$ cat config.mk
export PLATFORM = sky130hd
export DESIGN_NAME = sram_ctrl
export DESIGN_NICKNAME = d
export VERILOG_FILES = /design/src/rtl/sram_ctrl.sv
export SDC_FILE = /design/constraint.sdc
export NUM_CORES = 1
export LEC_CHECK = 0
export ABC_CLOCK_PERIOD_IN_PS = 2800
export CORE_MARGIN = 1.5
export CORE_UTILIZATION = 41
export CTS_BUF_LIST = sky130_fd_sc_hd__clkbuf_8
export DETAILED_ROUTE_END_ITERATION = 8
export PLACE_DENSITY = 0.72
export SETUP_SLACK_MARGIN = 0.02
export SLEW_MARGIN = 10
export SYNTH_ARGS = -nofsm -noshare
export SYNTH_HDL_FRONTEND = slang
export SYNTH_SLANG_ARGS = --single-unit
$ cat constraint.sdc
create_clock -name clk -period 2.8 [get_ports clk]
set_input_delay 0.56 -clock clk [delete_from_list [all_inputs] [get_ports clk]]
set_output_delay 0.56 -clock clk [all_outputs]
set_load 0.01 [all_outputs]
$ cat src/rtl/sram_ctrl.sv
// sram_ctrl: bridges 32-bit execute-stage load/store requests onto a 16-bit
// asynchronous SRAM as two halfword accesses (LO then HI), holding the
// pipeline via ready until the word transfer is complete.
module sram_ctrl #(
   parameter logic [31:0] BASE_ADDR   = 32'd1024,
   parameter int unsigned WAIT_CYCLES = 2
) (
   input  logic        clk,
   input  logic        rst,
   input  logic        rd_en,
   input  logic        wr_en,
   input  logic [31:0] address,
   input  logic [31:0] write_data,
   output logic [31:0] read_data,
   output logic        ready,
   output logic [17:0] sram_addr,
   output logic [15:0] sram_dq_out,
   input  logic [15:0] sram_dq_in,
   output logic        sram_dq_oe,
   output logic        sram_we_n
);

   localparam int unsigned CNT_W = 4;
   localparam int unsigned IDX_W = 17;
   localparam logic [CNT_W-1:0] LAST_CNT = CNT_W'(WAIT_CYCLES - 1);

   localparam logic [1:0] IDLE = 2'd0;
   localparam logic [1:0] LO   = 2'd1;
   localparam logic [1:0] HI   = 2'd2;
   localparam logic [1:0] DONE = 2'd3;

   logic [1:0]       state;
   logic [1:0]       state_nx;
   logic [CNT_W-1:0] wait_cnt;
   logic [IDX_W-1:0] idx_q;
   logic [31:0]      wdata_q;
   logic             op_wr_q;

   logic [31:0]      offset;
   logic             unused_offset;
   logic             req;
   logic             last_cyc;

   logic [IDX_W-1:0] idx_src;
   logic [31:0]      wdata_src;
   logic             wr_src;
   logic [17:0]      sram_addr_nx;
   logic [15:0]      dq_out_nx;
   logic             drive_nx;

   // Byte offset into the SRAM window; only the word index bits are used.
   assign offset        = address - BASE_ADDR;
   assign unused_offset = ^{offset[31:19], offset[1:0]};
   assign req           = rd_en | wr_en;
   assign last_cyc      = (wait_cnt == LAST_CNT);

   // Pipeline may advance only when idle with nothing asked, or on completion.
   assign ready = (state == DONE) || ((state == IDLE) && !req);

   // State register.
   always_ff @(posedge clk) begin
      if (rst) begin
         state <= IDLE;
      end else begin
         state <= state_nx;
      end
   end

   // Next-state logic: each halfword phase is held for WAIT_CYCLES cycles.
   always_comb begin
      state_nx = state;
      case (state)
         IDLE: if (req)      state_nx = LO;
         LO:   if (last_cyc) state_nx = HI;
         HI:   if (last_cyc) state_nx = DONE;
         DONE:               state_nx = IDLE;
         default:            state_nx = IDLE;
      endcase
   end

   // Wait counter: restarts on every state entry, counts within LO/HI.
   always_ff @(posedge clk) begin
      if (rst) begin
         wait_cnt <= '0;
      end else if (state_nx != state) begin
         wait_cnt <= '0;
      end else if ((state == LO) || (state == HI)) begin
         wait_cnt <= wait_cnt + CNT_W'(1);
      end
   end

   // Request capture; later input changes are ignored until back in IDLE.
   always_ff @(posedge clk) begin
      if (rst) begin
         idx_q   <= '0;
         wdata_q <= '0;
         op_wr_q <= 1'b0;
      end else if ((state == IDLE) && req) begin
         idx_q   <= offset[18:2];
         wdata_q <= write_data;
         op_wr_q <= wr_en;
      end
   end

   // SRAM pin values for the coming cycle, so the pins register in step with state.
   always_comb begin
      idx_src      = (state == IDLE) ? offset[18:2] : idx_q;
      wdata_src    = (state == IDLE) ? write_data   : wdata_q;
      wr_src       = (state == IDLE) ? wr_en        : op_wr_q;
      sram_addr_nx = '0;
      dq_out_nx    = '0;
      drive_nx     = 1'b0;
      if (state_nx == LO) begin
         sram_addr_nx = {idx_src, 1'b0};
         if (wr_src) begin
            drive_nx  = 1'b1;
            dq_out_nx = wdata_src[15:0];
         end
      end else if (state_nx == HI) begin
         sram_addr_nx = {idx_src, 1'b1};
         if (wr_src) begin
            drive_nx  = 1'b1;
            dq_out_nx = wdata_src[31:16];
         end
      end
   end

   // Registered SRAM pins; reset drops any strobe at the very next edge.
   always_ff @(posedge clk) begin
      if (rst) begin
         sram_addr   <= '0;
         sram_dq_out <= '0;
         sram_dq_oe  <= 1'b0;
         sram_we_n   <= 1'b1;
      end else begin
         sram_addr   <= sram_addr_nx;
         sram_dq_out <= dq_out_nx;
         sram_dq_oe  <= drive_nx;
         sram_we_n   <= !drive_nx;
      end
   end

   // Load result: each half sampled on the final cycle of its phase.
   always_ff @(posedge clk) begin
      if (rst) begin
         read_data <= '0;
      end else if (!op_wr_q && last_cyc) begin
         if (state == LO) begin
            read_data[15:0] <= sram_dq_in;
         end else if (state == HI) begin
            read_data[31:16] <= sram_dq_in;
         end
      end
   end

endmodule

==> results.sh <==
export IMPL_status="complete, no violations"
export IMPL_setup_viol=0
export IMPL_avgViaCountPerCell=5.238
export IMPL_dp_cells=822
export IMPL_grt_ovfl_total=0
export IMPL_ir_drop_v=0.0004103
export IMPL_finalWirelength_microns=12880
export IMPL_wl_per_cell_microns=15.08
export IMPL_nFillCells=1048
export IMPL_synth_seq_area_share_pct=50.16
export IMPL_endpoint="ready"
export IMPL_finalPower_mw=4.084
export IMPL_startpoint_type="flip-flop"
export IMPL_final_common_cell="nand2_1"
export IMPL_hold_class="flip-flop to flip-flop"
export IMPL_synth_area_per_cell_sq_um=8.636
export IMPL_worst_setup_path_end_kind="output pin"
export IMPL_gr_max_usage_layer="met2"
export IMPL_h_tree_depth=4
export IMPL_finalHoldViolCount=0
export IMPL_fmax_ghz=0.3764
export IMPL_cts_buffer_depth=2
export IMPL_cts_root_buffer="clkbuf_8"
export IMPL_drive_above_1_share_pct=8.017
export IMPL_mappedNetlistArea_sq_mm=0.004948
export IMPL_drc_errors=0
export IMPL_synth_edff_count=0
export IMPL_areaGrowthSynthToFinish_pct=37.65
export IMPL_fp_dieH_microns=112.9
export IMPL_numCtsBuffers=17
export IMPL_multiInputGateArea_sq_mm=0.002302
export IMPL_finalCritPeriodShare_pct=94.89
export IMPL_yosys_warnings=0
export IMPL_rsz0062_at_grt="false"
export IMPL_syn_instance_count=573
export IMPL_crit_type="flip-flop to output pin"
export IMPL_post_cts_buffers=0
export IMPL_gp_congestion=0.7916
export IMPL_start_util_pct=42.61
export IMPL_num_vias=4473
export IMPL_grt_max_degree=61
export IMPL_ios=153
export IMPL_grt_pass1_wl_microns=20980
export IMPL_final_cell_mix="157 x nand2_1, 136 x clkdlybuf4s50_1, 124 x dfxtp_1"
export IMPL_reg2reg_to="wait_cnt[1]"
export IMPL_drt_iter0_drc=442
export IMPL_ys_types=40
export IMPL_diodes=0
export IMPL_worst_ep_arrival_time_ps=2100
export IMPL_timing_slew_headroom_pct=49.55
export IMPL_worstSkewPairLatency_ps=440
export IMPL_grtUsageMet1_pct=24.27
export IMPL_reg2regPathDepth=6
export IMPL_drt_pass1_iterations=5
export IMPL_drv_cap=0
export IMPL_hold_ws_ps=452.2
export IMPL_power_density_mw_per_mm2=599.6
export IMPL_clkSinkCount=124
export IMPL_finalNonFillerCells=854
export IMPL_period_needed_ps=2657
export IMPL_pre_cts_ws_ps=186.4
export IMPL_portBuffers=137
export IMPL_cts_tree="yes"
export IMPL_setup_ws_ps=143.2
export IMPL_gr_usage_met2_pct=34.31
export IMPL_async_flop_share_pct=0
export IMPL_fin_nets=790
export IMPL_grtUsageMet3_pct=8.356
export IMPL_die_w_microns=112.9
export IMPL_core_sq_mm=0.01161
export IMPL_clock_skew_ps=9.167
export IMPL_critPathRequiredTime_ps=2240
export IMPL_tightestPinTransition_ps=756.8
export IMPL_grt_total_usage_pct=20.84
export IMPL_cts_clk_slew_worst_paths_ps=70
export IMPL_r2r_slack_ps=200
export IMPL_finalMaxSlewViolations=0
export IMPL_leakage_nw=2.582
export IMPL_antenna_found_initial=0
export IMPL_rows=39
export IMPL_grt_pass1_vias=4457
export IMPL_startpoint="state[0]"
export IMPL_dieArea_sq_mm=0.01274
export IMPL_tns_ps=0
export IMPL_path_max_fanout=20
export IMPL_syn_nets=665
export IMPL_seqCellArea_sq_mm=0.002482
export IMPL_synth_seq_cells=124
export IMPL_hpwl_microns=8513
export IMPL_antenna_left=0
export IMPL_r2r_start="state[1]"
export IMPL_ys_flop_type="dfxtp_1"
-- logic make-up (layout without fill, tap and decap cells) --
logic type                 after synthesis  in the layout  synth area share [%]
and+or+nand+nor                        235            235                 20.35
AOI/OAI and AO/OA                      125            125                 16.81
DFF                                    124            124                 50.16
buffers and inverters                   47            185                 3.919
muxes                                   25             25                 5.133
xor gates and xnor gates                 9              9                 1.593
adders and majority gates                8              8                 2.023
-- sequential cells by signal (all words and copies together) (netlist names) --
name,cells
idx_q,17
sram_dq_out,16
state,2
op_wr_q,1
wait_cnt,4
sram_we_n,1
sram_dq_oe,1
sram_addr,18
wdata_q,32
read_data,32
-- cell type report --
type / count / area share, %
Inverter: 7 / 0.3857
Clock buffer: 23 / 4.647
Clock inverter: 9 / 1.010
Sequential cell: 124 / 36.44
Multi-Input combinational cell: 402 / 33.80
Tap cell: 143 / 2.627
Timing Repair Buffer: 146 / 21.09
-- critical path, cell delays in order (launching register included) --
cell and delay [ps]:
dfxtp_1 370, inv_1 220, ha_4 360, a21o_1 170, clkdlybuf4s50_1 530
-- layer usage --
| metal | share of wire, % | up-vias | wire (microns) |
|---|---|---|---|
| met1 | 42 | 2087 | 5405 |
| met2 | 48 | 152 | 6173 |
| met3 | 8.2 | 20 | 1050 |
| li1 | - | 2214 | - |
| met5 | 0 | - | 0 |
| met4 | 1.9 | 0 | 250 |
-- metrics by stage --
stage	utilization (%)	area [sq um]
finish	58.65	6812
CTS	58.65	6812
global placement	55.25	6416
floorplan	-	4949
global route	58.65	6812
detailed placement	55.25	6416
-- what timing repair did --
action                     4_1_cts  5_1_grt
resized for setup                1        0
setup endpoints to repair        1        0
hold buffers                     0        0
-- synthesized netlist by cell type, drive strengths merged, types with 3 or more instances --
master   number  area, sq um
a211oi       13        97.59
a2111oi       7        61.31
nor2         27        101.4
ha            8        100.1
nor4b         5        43.79
nor3b         3        22.52
inv           7        26.28
clkbuf       29        108.9
dfxtp       124         2482
a21oi        74        370.4
nand3        17        85.08
nand2       157        589.3
o31ai        17        186.4
o21a          3        22.52
nor4          3        18.77
nor3         12        60.06
xor2          5        43.79
buf          11        58.81
xnor2         4        35.03
mux2i        25        254.0
and2          3        18.77
a211o         3        26.28
-- worst min-delay path by stage --
stage,endpoint,start,slack [ps],cells past startpoint
finish,wdata_q[1],wdata_q[1],450,2
CTS,idx_q[7],idx_q[7],460,2
global route,wdata_q[17],wdata_q[17],470,2
floorplan,idx_q[0],idx_q[0],440,2
global placement,wdata_q[4],wdata_q[4],440,2
detailed placement,idx_q[7],idx_q[7],450,2
-- report_power, final --
group / total [mW] / internal [mW] / leakage (nW) / switching [mW]
Combinational: 0.658 / 0.311 / 1.36 / 0.346
Sequential: 1.93 / 1.88 / 1.01 / 0.0509
Clock: 1.50 / 0.827 / 0.211 / 0.672
No activity file was read; power rests on OpenSTA's default activity.
